<file path="src/rtl/i2c_cfg_master.sv">
// Command-driven I2C register master: write 0..MAX_BYTES / read 1..MAX_BYTES.
// Define I2C_CLOCK_STRETCH_EN to honour slave clock stretching on i2c_scl_in.
module i2c_cfg_master #(
   parameter int CLK_DIV   = 125,
   parameter int MAX_BYTES = 4,
   parameter int LEN_W     = 4
) (
   input  logic                   clk_clk,
   input  logic                   reset_reset,
   input  logic                   cmd_valid,
   output logic                   cmd_ready,
   input  logic                   cmd_rw,
   input  logic [6:0]             cmd_addr,
   input  logic [7:0]             cmd_reg,
   input  logic [LEN_W-1:0]       cmd_len,
   input  logic [8*MAX_BYTES-1:0] cmd_wdata,
   output logic [8*MAX_BYTES-1:0] rdata,
   output logic                   done,
   output logic                   ack_err,
   output logic                   busy,
   input  logic                   i2c_sda_in,
   input  logic                   i2c_scl_in,
   output logic                   i2c_sda_oe,
   output logic                   i2c_scl_oe
);
   localparam int DW = 8*MAX_BYTES;
   localparam int CW = $clog2(CLK_DIV);

   typedef enum logic [2:0] {
      IDLE, START, BYTE, ACK, RSTART, STOP, DONE
   } state_t;
   typedef enum logic [1:0] {P_ADDR, P_REG, P_DATA} phase_t;

   state_t           state;
   phase_t           phase;
   logic [CW-1:0]    div;
   logic [1:0]       q;
   logic [2:0]       bitcnt;
   logic [LEN_W-1:0] idx;
   logic [LEN_W-1:0] len;
   logic [LEN_W-1:0] len_c;
   logic             rw;
   logic             rx;
   logic             rd_sel;
   logic [6:0]       addr;
   logic [7:0]       regq;
   logic [DW-1:0]    wbuf;
   logic [7:0]       shreg;
   logic             samp;
   logic             active;
   logic             freeze;
   logic             tick;
   logic             slot_end;
   logic             last_byte;
   logic             sda_nxt;
   logic             scl_nxt;
   logic [7:0]       rx_byte;

`ifdef I2C_CLOCK_STRETCH_EN
   // Only count a low SCL as stretching once our own release is visible.
   assign freeze = (q == 2'd1 || q == 2'd2) && !i2c_scl_oe && !i2c_scl_in;
`else
   logic scl_in_unused;
   assign scl_in_unused = i2c_scl_in;
   assign freeze = 1'b0;
`endif

   assign active    = (state != IDLE) && (state != DONE);
   assign tick      = active && !freeze && (div == CW'(CLK_DIV-1));
   assign slot_end  = tick && (q == 2'd3);
   assign last_byte = (idx + 1'b1) == len;
   assign rx_byte   = {shreg[6:0], samp};
   assign busy      = ~cmd_ready;

   always_comb begin
      len_c = cmd_len;
      if (cmd_len > LEN_W'(MAX_BYTES))
         len_c = LEN_W'(MAX_BYTES);
      if (cmd_rw && cmd_len == '0)
         len_c = LEN_W'(1);
   end

   always_comb begin
      sda_nxt = 1'b0;
      scl_nxt = 1'b0;
      unique case (state)
         START, RSTART: begin
            sda_nxt = q[1];
            scl_nxt = (q == 2'd3);
         end
         BYTE: begin
            scl_nxt = (q == 2'd0) || (q == 2'd3);
            sda_nxt = !rx && !shreg[7];
         end
         ACK: begin
            scl_nxt = (q == 2'd0) || (q == 2'd3);
            sda_nxt = rx && !last_byte;
         end
         STOP: begin
            scl_nxt = (q == 2'd0);
            sda_nxt = (q != 2'd3);
         end
         default: begin
            sda_nxt = 1'b0;
            scl_nxt = 1'b0;
         end
      endcase
   end

   always_ff @(posedge clk_clk) begin
      if (reset_reset) begin
         state      <= IDLE;
         phase      <= P_ADDR;
         div        <= '0;
         q          <= '0;
         bitcnt     <= '0;
         idx        <= '0;
         len        <= '0;
         rw         <= 1'b0;
         rx         <= 1'b0;
         rd_sel     <= 1'b0;
         addr       <= '0;
         regq       <= '0;
         wbuf       <= '0;
         shreg      <= '0;
         samp       <= 1'b0;
         cmd_ready  <= 1'b1;
         done       <= 1'b0;
         ack_err    <= 1'b0;
         rdata      <= '0;
         i2c_sda_oe <= 1'b0;
         i2c_scl_oe <= 1'b0;
      end else begin
         done       <= 1'b0;
         i2c_sda_oe <= sda_nxt;
         i2c_scl_oe <= scl_nxt;
         if (tick) begin
            div <= '0;
            q   <= q + 2'd1;
            if (q == 2'd1)
               samp <= i2c_sda_in;
         end else if (active && !freeze) begin
            div <= div + 1'b1;
         end
         unique case (state)
            IDLE, DONE: begin
               state <= IDLE;
               if (cmd_valid) begin
                  state     <= START;
                  cmd_ready <= 1'b0;
                  ack_err   <= 1'b0;
                  rw        <= cmd_rw;
                  addr      <= cmd_addr;
                  regq      <= cmd_reg;
                  wbuf      <= cmd_wdata;
                  len       <= len_c;
                  phase     <= P_ADDR;
                  rx        <= 1'b0;
                  rd_sel    <= 1'b0;
                  div       <= '0;
                  q         <= '0;
                  if (cmd_rw)
                     rdata <= '0;
               end
            end
            START, RSTART: if (slot_end) begin
               state  <= BYTE;
               bitcnt <= '0;
               phase  <= P_ADDR;
               shreg  <= {addr, state == RSTART};
               rd_sel <= (state == RSTART);
            end
            BYTE: if (slot_end) begin
               shreg  <= rx ? rx_byte : {shreg[6:0], 1'b0};
               bitcnt <= bitcnt + 3'd1;
               if (bitcnt == 3'd7) begin
                  state <= ACK;
                  if (rx)
                     for (int i = 0; i < MAX_BYTES; i++)
                        if (idx == LEN_W'(i))
                           rdata[8*i +: 8] <= rx_byte;
               end
            end
            ACK: if (slot_end) begin
               bitcnt <= '0;
               state  <= BYTE;
               if (rx) begin
                  idx <= idx + 1'b1;
                  if (last_byte)
                     state <= STOP;
               end else if (samp) begin
                  ack_err <= 1'b1;
                  state   <= STOP;
               end else begin
                  unique case (phase)
                     P_ADDR: begin
                        if (rd_sel) begin
                           phase <= P_DATA;
                           rx    <= 1'b1;
                           idx   <= '0;
                        end else begin
                           phase <= P_REG;
                           shreg <= regq;
                        end
                     end
                     P_REG: begin
                        if (rw)
                           state <= RSTART;
                        else if (len == '0)
                           state <= STOP;
                        else begin
                           shreg <= wbuf[7:0];
                           wbuf  <= wbuf >> 8;
                           idx   <= '0;
                           phase <= P_DATA;
                        end
                     end
                     P_DATA: begin
                        idx <= idx + 1'b1;
                        if (last_byte)
                           state <= STOP;
                        else begin
                           shreg <= wbuf[7:0];
                           wbuf  <= wbuf >> 8;
                        end
                     end
                     default: state <= STOP;
                  endcase
               end
            end
            STOP: if (slot_end) begin
               done      <= 1'b1;
               cmd_ready <= 1'b1;
               state     <= DONE;
            end
            default: state <= IDLE;
         endcase
      end
   end
endmodule

</file>
<file path="config.mk">
export PLATFORM = sky130hd
export DESIGN_NAME = i2c_cfg_master
export DESIGN_NICKNAME = d
export VERILOG_FILES = /design/src/rtl/i2c_cfg_master.sv
export SDC_FILE = /design/constraint.sdc
export NUM_CORES = 1
export LEC_CHECK = 0
export CAP_MARGIN = 20
export CORE_ASPECT_RATIO = 1.75
export CORE_MARGIN = 3
export CORE_UTILIZATION = 48
export CTS_CLUSTER_SIZE = 16
export DETAILED_ROUTE_END_ITERATION = 6
export HOLD_SLACK_MARGIN = 0.03
export PLACE_DENSITY = 0.76
export SYNTH_ARGS = -nofsm -noshare
export SYNTH_HDL_FRONTEND = slang
export SYNTH_SLANG_ARGS = --single-unit
export TNS_END_PERCENT = 20
</file>
<file path="constraint.sdc">
create_clock -name clk_clk -period 2 [get_ports clk_clk]
set_input_delay 0.5 -clock clk_clk [delete_from_list [all_inputs] [get_ports clk_clk]]
set_output_delay 0.5 -clock clk_clk [all_outputs]
set_load 0.02 [all_outputs]
</file>
==> flow_metrics.env, run 1 <==
export IMPL_dp_hpwl_microns=12300
export IMPL_synthCells=687
export IMPL_path_clk_slew_ns=0.06
export IMPL_ioPinCount=95
export IMPL_hp_class="register to register"
export IMPL_internal_power_uw=4970
export IMPL_tightestPinTransition_ns=0.461
export IMPL_holdCritStartpoint="addr[2]"
export IMPL_holdBufCountCts=0
export IMPL_drv_cap=0
export IMPL_peakVddDrop_mv=0.914
export IMPL_track_usage_pct=25.0
export IMPL_antenna_found_initial=0
export IMPL_synth_area_leader_cell="dfxtp_1"
export IMPL_synth_flop_cell="dfxtp_1"
export IMPL_dp_slack_ns=-0.263
export IMPL_worst_setup_path_start_kind="register"
export IMPL_synth_edff_count=0
export IMPL_async_flop_share_pct=0
export IMPL_root_buffer="clkbuf_16"
export IMPL_startpoint="idx[2]"
export IMPL_rows=52
export IMPL_synth_top_area_share_pct=41.8
export IMPL_tritoncts="done"
export IMPL_failed_checks="setup timing"
export IMPL_cts_sinks=121
export IMPL_grt_pass1_wl_microns=26400
export IMPL_cp_slowest_cell="or4_4"
export IMPL_synth_seq_cells=121
export IMPL_critPathKind="register to register"
export IMPL_slowest_delay_ns=0.52
export IMPL_syn_area_sq_um=5790
export IMPL_p_sw_uw=1970
export IMPL_seq_area_frac_synth_pct=41.8
export IMPL_instances_no_fill=976
export IMPL_powerDensity_nw_per_um2=842
export IMPL_r2r_start="idx[2]"
export IMPL_numCtsBuffers=17
export IMPL_gr_total_overflow=0
export IMPL_skew_ns=0.00930
export IMPL_drive_gt1_share_pct=21.9
export IMPL_pwr_share_comb_pct=16.9
export IMPL_yosysWarnings=0
export IMPL_die_y_microns=151
export IMPL_power_frac_clock_pct=44.9
export IMPL_initial_utilization_pct=49.5
export IMPL_crit_arrival_ns=2.31
export IMPL_crit_chain="nand3_2 -> xnor2_1 -> buf_4 -> or4_4 -> buf_12 -> a21oi_1 -> a311oi_1"
export IMPL_viasPerCell=5.94
export IMPL_synth_cell_types=62
export IMPL_vias=5795
export IMPL_antennaDiodeCount=0
export IMPL_layout_worst_path_cycle_share_pct=102
export IMPL_period_minus_slack_ns=2.04
export IMPL_grt_max_degree=79
export IMPL_whs_ns=0.456
export IMPL_setup_tns_ns=-0.102
export IMPL_avgSynthCellArea_sq_um=8.43
export IMPL_core_area_sq_um=11700
export IMPL_finalNetCount=900
export IMPL_place_congestion=0.874
export IMPL_final_hold_viol_count=0
export IMPL_drt_first_pass_iters=5
export IMPL_cts_buffer_depth=2
export IMPL_drt_total_wl_microns=17200
export IMPL_run_status="finished with violations"
export IMPL_crit_required_ns=2.28
export IMPL_rsz0062_at_grt="yes"
export IMPL_htreeDepth=4
export IMPL_wl_per_cell_microns=17.6
export IMPL_slew_limit_headroom_pct=69.2
export IMPL_clock_latency_ns=0.41
export IMPL_synthTopCellsByArea="dfxtp_1, a21oi_1, nand2_1"
export IMPL_setup_viol=10
export IMPL_ant_nets=0
export IMPL_p_leak_uw=0.00309
export IMPL_fmax_mhz=491
export IMPL_switching_share_pct=28.3
export IMPL_drv_slew=0
export IMPL_numPortBuffers=93
export IMPL_grt_pass1_vias=5628
export IMPL_area_growth_pct=42.3
export IMPL_die_w_microns=89.0
export IMPL_cp_end_kind="register"
export IMPL_totalPowerFinal_uw=6940
export IMPL_p_seq_share_pct=38.1
export IMPL_crit_path_max_fanout=24
export IMPL_dieArea_sq_um=13500
export IMPL_syn_nets=759
export IMPL_drt_iter0_markers=356
export IMPL_fin_ws_ns=-0.0385
export IMPL_dpl_cell_count=942
export IMPL_drc=0
## cell families (layout without fill, tap and decap cells)
| logic type | count (synthesis) | after routing | share of synthesized area [%] |
|---|---|---|---|
| AO/OA/AOI/OAI | 217 | 217 | 25.8 |
| XOR/XNOR | 10 | 10 | 1.75 |
| adder cells (fa/ha/maj) | 15 | 15 | 3.24 |
| buffers and inverters | 69 | 223 | 4.80 |
| flip-flops | 121 | 121 | 41.8 |
| multiplexers | 21 | 21 | 3.82 |
| AND/OR/NAND/NOR | 234 | 234 | 18.8 |
## power groups by stage
| stage | Clock (uW) | Sequential, uW | Combinational [uW] |
|---|---|---|---|
| final | 3120 | 2650 | 1170 |
| after global routing | 3260 | 2660 | 1280 |
| after CTS | 3150 | 2640 | 1100 |
| after detailed placement | 0 | 2690 | 1090 |
| after global placement | 0 | 2680 | 1060 |
| after floorplan | 0 | 2670 | 653 |
## worst paths after layout
path,to,depth (start not counted),slack (ns)
max,wbuf[1],7,-0.04
min,addr[2],2,0.46
max reg2reg,wbuf[1],7,-0.04
min reg2reg,addr[2],2,0.46
## sequential cells by signal (all words and copies together) (netlist names), 2 cells and up
register / flops
len: 4
shreg: 8
addr: 7
q: 2
state: 3
idx: 4
bitcnt: 3
regq: 8
rdata: 32
phase: 2
div: 7
wbuf: 32
## final cells by class
class                   count  area, sq um
clock buffers              17          425
inverters                  14         52.6
clock inverters            15          178
multi-input cells         497         3300
well taps                 135          169
repair buffers            177         1680
flip-flops and latches    121         2430
fillers                   902         3470
## Yosys cell counts (all sizes together) (5+ instances only)
| cell | count |
|---|---|
| inv | 14 |
| a311oi | 26 |
| nor3 | 15 |
| ha | 15 |
| o21ai | 18 |
| o211ai | 10 |
| clkbuf | 39 |
| nor2b | 10 |
| nand3 | 16 |
| and2 | 6 |
| a211oi | 14 |
| dfxtp | 121 |
| xor2 | 5 |
| nand2 | 110 |
| mux2 | 9 |
| buf | 16 |
| nor2 | 45 |
| mux2i | 12 |
| a21oi | 90 |
| a22o | 28 |
## metrics by stage
stage	instance area, sq um	util [%]
final	8240	70.4
after global routing	8240	70.4
after CTS	8050	68.8
after detailed placement	7390	63.1
after global placement	7390	63.1
after floorplan	5850	-
## cells in the final DEF (no fill, tap or decap), types with 8 or more instances in the layout
cell type,count
mux2i_1,12
o21ai_0,17
ha_1,10
a22o_1,28
a21oi_1,77
buf_4,74
o211ai_1,10
dfxtp_1,115
nand2_1,108
clkbuf_16,18
buf_12,8
nor3_1,15
clkdlybuf4s50_1,92
inv_1,12
nand3_1,13
nor2_1,44
a311oi_1,22
nor2b_1,9
a211oi_1,13
a21oi_2,13
## per-layer routing
| layer | track usage [%] | vias up | share of wire (%) |
|---|---|---|---|
| li1 | - | 2762 | - |
| met1 | 26.7 | 2786 | 37 |
| met2 | 46.0 | 205 | 55 |
| met3 | 4.52 | 42 | 4.5 |
| met4 | 11.8 | 0 | 3.6 |
| met5 | 0 | - | 0 |
## critical path: cells and delay by family (launching register included)
family,cells,cell delay [ns]
AOI/OAI and AO/OA,2,0.25
xor gates and xnor gates,1,0.21
buffers and inverters,2,0.36
DFF,1,0.42
and+or+nand+nor,2,0.65
## timing repair
item,in CTS,in global routing
cloned,0,1
setup buffers,0,1
gates resized for setup,14,41
pin swaps,5,10
setup endpoints to repair,65,73
No activity file was read; power rests on OpenSTA's default activity.
==> inputs of run 2 (changes only) <==
- HOLD_SLACK_MARGIN: 0.03 -> 0.12
==> results of run 2 <==
No change in the layout: final DEF, timing and power equal those of run 1.
==> inputs of run 3 (changes only) <==
- REMOVE_ABC_BUFFERS: not set -> 1
==> run 3 against run 2 <==
Net effect: the flow still finishes with violations (setup timing); cell area rose by 6.0%; critical path type unchanged; combinational power rose by 17%; utilization rose by 4.2 points; clock power rose by 5%; clock skew fell by 0.0013 ns; final cell count rose by 1.3%; sequential power barely moved; worst hold slack improved by 0.0043 ns.
==> flow_metrics.env, run 3 (same netlist as run 1, synthesis figures left out) <==
export IMPL_run_status="finished with violations"
export IMPL_r2r_slack_ns=-0.11
export IMPL_grtUsageMet2_pct=52.3
export IMPL_pwr_share_comb_pct=18.8
export IMPL_top_regs="rdata x32, wbuf x32"
export IMPL_p_sw_uw=2130
export IMPL_setup_tns_ns=-1.44
export IMPL_rr_endpoint="wbuf[9]"
export IMPL_numPortBuffers=93
export IMPL_drv_slew=0
export IMPL_track_usage_pct=28.8
export IMPL_initial_utilization_pct=49.5
export IMPL_use_met1_pct=30.3
export IMPL_p_seq_share_pct=36.4
export IMPL_vias=6092
export IMPL_numCtsBuffers=17
export IMPL_skew_ns=0.00805
export IMPL_fin_area_sq_um=8730
export IMPL_reg2regPathDepth=9
export IMPL_drt_iter0_markers=402
export IMPL_drt_total_wl_microns=20100
export IMPL_period_minus_slack_ns=2.11
export IMPL_power_frac_clock_pct=44.8
export IMPL_final_hold_viol_count=0
export IMPL_wl_per_cell_microns=20.3
export IMPL_antenna_found_initial=0
export IMPL_p_leak_uw=0.00325
export IMPL_crit_arrival_ns=2.39
export IMPL_place_congestion=0.851
export IMPL_drt_first_pass_iters=5
export IMPL_grt_pass1_vias=6115
export IMPL_viasPerCell=6.16
export IMPL_rows=52
export IMPL_peakVddDrop_mv=0.792
export IMPL_setup_viol=26
export IMPL_powerDensity_nw_per_um2=838
export IMPL_tritoncts="done"
export IMPL_fmax_mhz=473
export IMPL_finalNetCount=913
export IMPL_area_growth_pct=50.8
export IMPL_dpl_cell_count=946
export IMPL_fin_ws_ns=-0.114
export IMPL_htreeDepth=4
export IMPL_gr_total_overflow=0
export IMPL_busiest_layer="met2"
export IMPL_multi_input_area_sq_um=3600
export IMPL_die_y_microns=151
export IMPL_dieArea_sq_um=13500
export IMPL_path_clk_slew_ns=0.06
export IMPL_place_area_sq_um=7380
export IMPL_met3_usage_pct=6.04
export IMPL_fillers=801
export IMPL_layout_worst_path_cycle_share_pct=106
export IMPL_startpoint="idx[1]"
export IMPL_drive_gt1_share_pct=27.0
export IMPL_worst_setup_path_start_kind="register"
export IMPL_holdBufCountCts=0
export IMPL_die_w_microns=89.0
export IMPL_root_buffer="clkbuf_16"
export IMPL_seq_area_sq_um=2440
export IMPL_hp_class="register to register"
export IMPL_holdCritStartpoint="addr[5]"
export IMPL_r2r_start="idx[1]"
export IMPL_dp_hpwl_microns=12200
export IMPL_cts_sinks=121
export IMPL_core_area_sq_um=11700
export IMPL_dp_slack_ns=-0.264
export IMPL_crit_path_max_fanout=6
export IMPL_ant_nets=0
export IMPL_drv_cap=0
export IMPL_cp_end_kind="register"
export IMPL_slew_limit_headroom_pct=68.6
export IMPL_crit_end="wbuf[9]"
export IMPL_critPathKind="register to register"
export IMPL_switching_share_pct=29.1
export IMPL_failed_checks="setup timing"
export IMPL_internal_power_uw=5190
export IMPL_layout_commonest_cell="dfxtp_1"
export IMPL_rsz0062_at_grt="yes"
export IMPL_tightestPinTransition_ns=0.470
export IMPL_drc=0
export IMPL_crit_required_ns=2.28
export IMPL_hold_depth=2
export IMPL_layout_common_cells="dfxtp_1, nand2_1, clkdlybuf4s50_1"
export IMPL_clock_latency_ns=0.42
export IMPL_antennaDiodeCount=0
export IMPL_instances_no_fill=989
export IMPL_grt_pass1_wl_microns=29900
export IMPL_cts_buffer_depth=2
export IMPL_ioPinCount=95
export IMPL_grt_max_degree=50
[run 3: cell types whose count changed in the layout (fill, tap and decap cells not counted), sizes merged]
cell,delta
buf,+14
bufinv,+1
clkinv,-1
clkinvlp,-1
inv,+1
clkbuf,-1
[run 3: through the flow]
stage	hold slack [ns]	total power, uW	utilization, %
floorplan	0.430	3250	-
global placement	0.443	3750	63.0
detailed placement	0.447	3780	63.0
CTS	0.457	7170	72.3
global route	0.480	7520	74.6
finish	0.460	7320	74.6
[run 3: cell type report]
cell class                 count  share of cell area [%]
tap                          135                    1.93
timing repair buffer         190                    21.2
sequential                   121                    27.9
clock inverter                15                    2.32
clock buffer                  17                    4.87
multi-input combinational    497                    41.2
inverter                      14                   0.602
[run 3: worst max-delay path: stages (launching register included)]
cell and delay, ns:
dfxtp_4 0.37, inv_2 0.06, ha_4 0.26, xnor2_2 0.17, nand3_2 0.11, or4_4 0.48, buf_6 0.17, buf_16 0.15
a21oi_4 0.14, a311oi_2 0.06
[run 3: per-layer routing]
metal	up-vias	share of wire, %
li1	2799	-
met5	-	0
met4	0	4.0
met3	62	4.9
met2	286	55
met1	2945	36
[run 3: power by group through the flow]
stage               sequential, uW  combinational [uW]  clock (uW)
detailed placement            2680                1110           0
finish                        2660                1370        3280
CTS                           2640                1250        3280
global route                  2670                1460        3380
floorplan                     2710                 542           0
global placement              2670                1080           0
[run 3: timing repair]
item / in CTS / in global routing
setup endpoints to repair: 71 / 83
setup buffers: 7 / 0
pin swaps: 50 / 19
resized for setup: 68 / 60
gates cloned: 4 / 0
[run 3: worst min path at each step]
stage | slack (ns) | to
floorplan | 0.43 | regq[0]
finish | 0.46 | addr[5]
global route | 0.48 | addr[2]
detailed placement | 0.45 | regq[6]
global placement | 0.44 | regq[3]
CTS | 0.46 | addr[5]
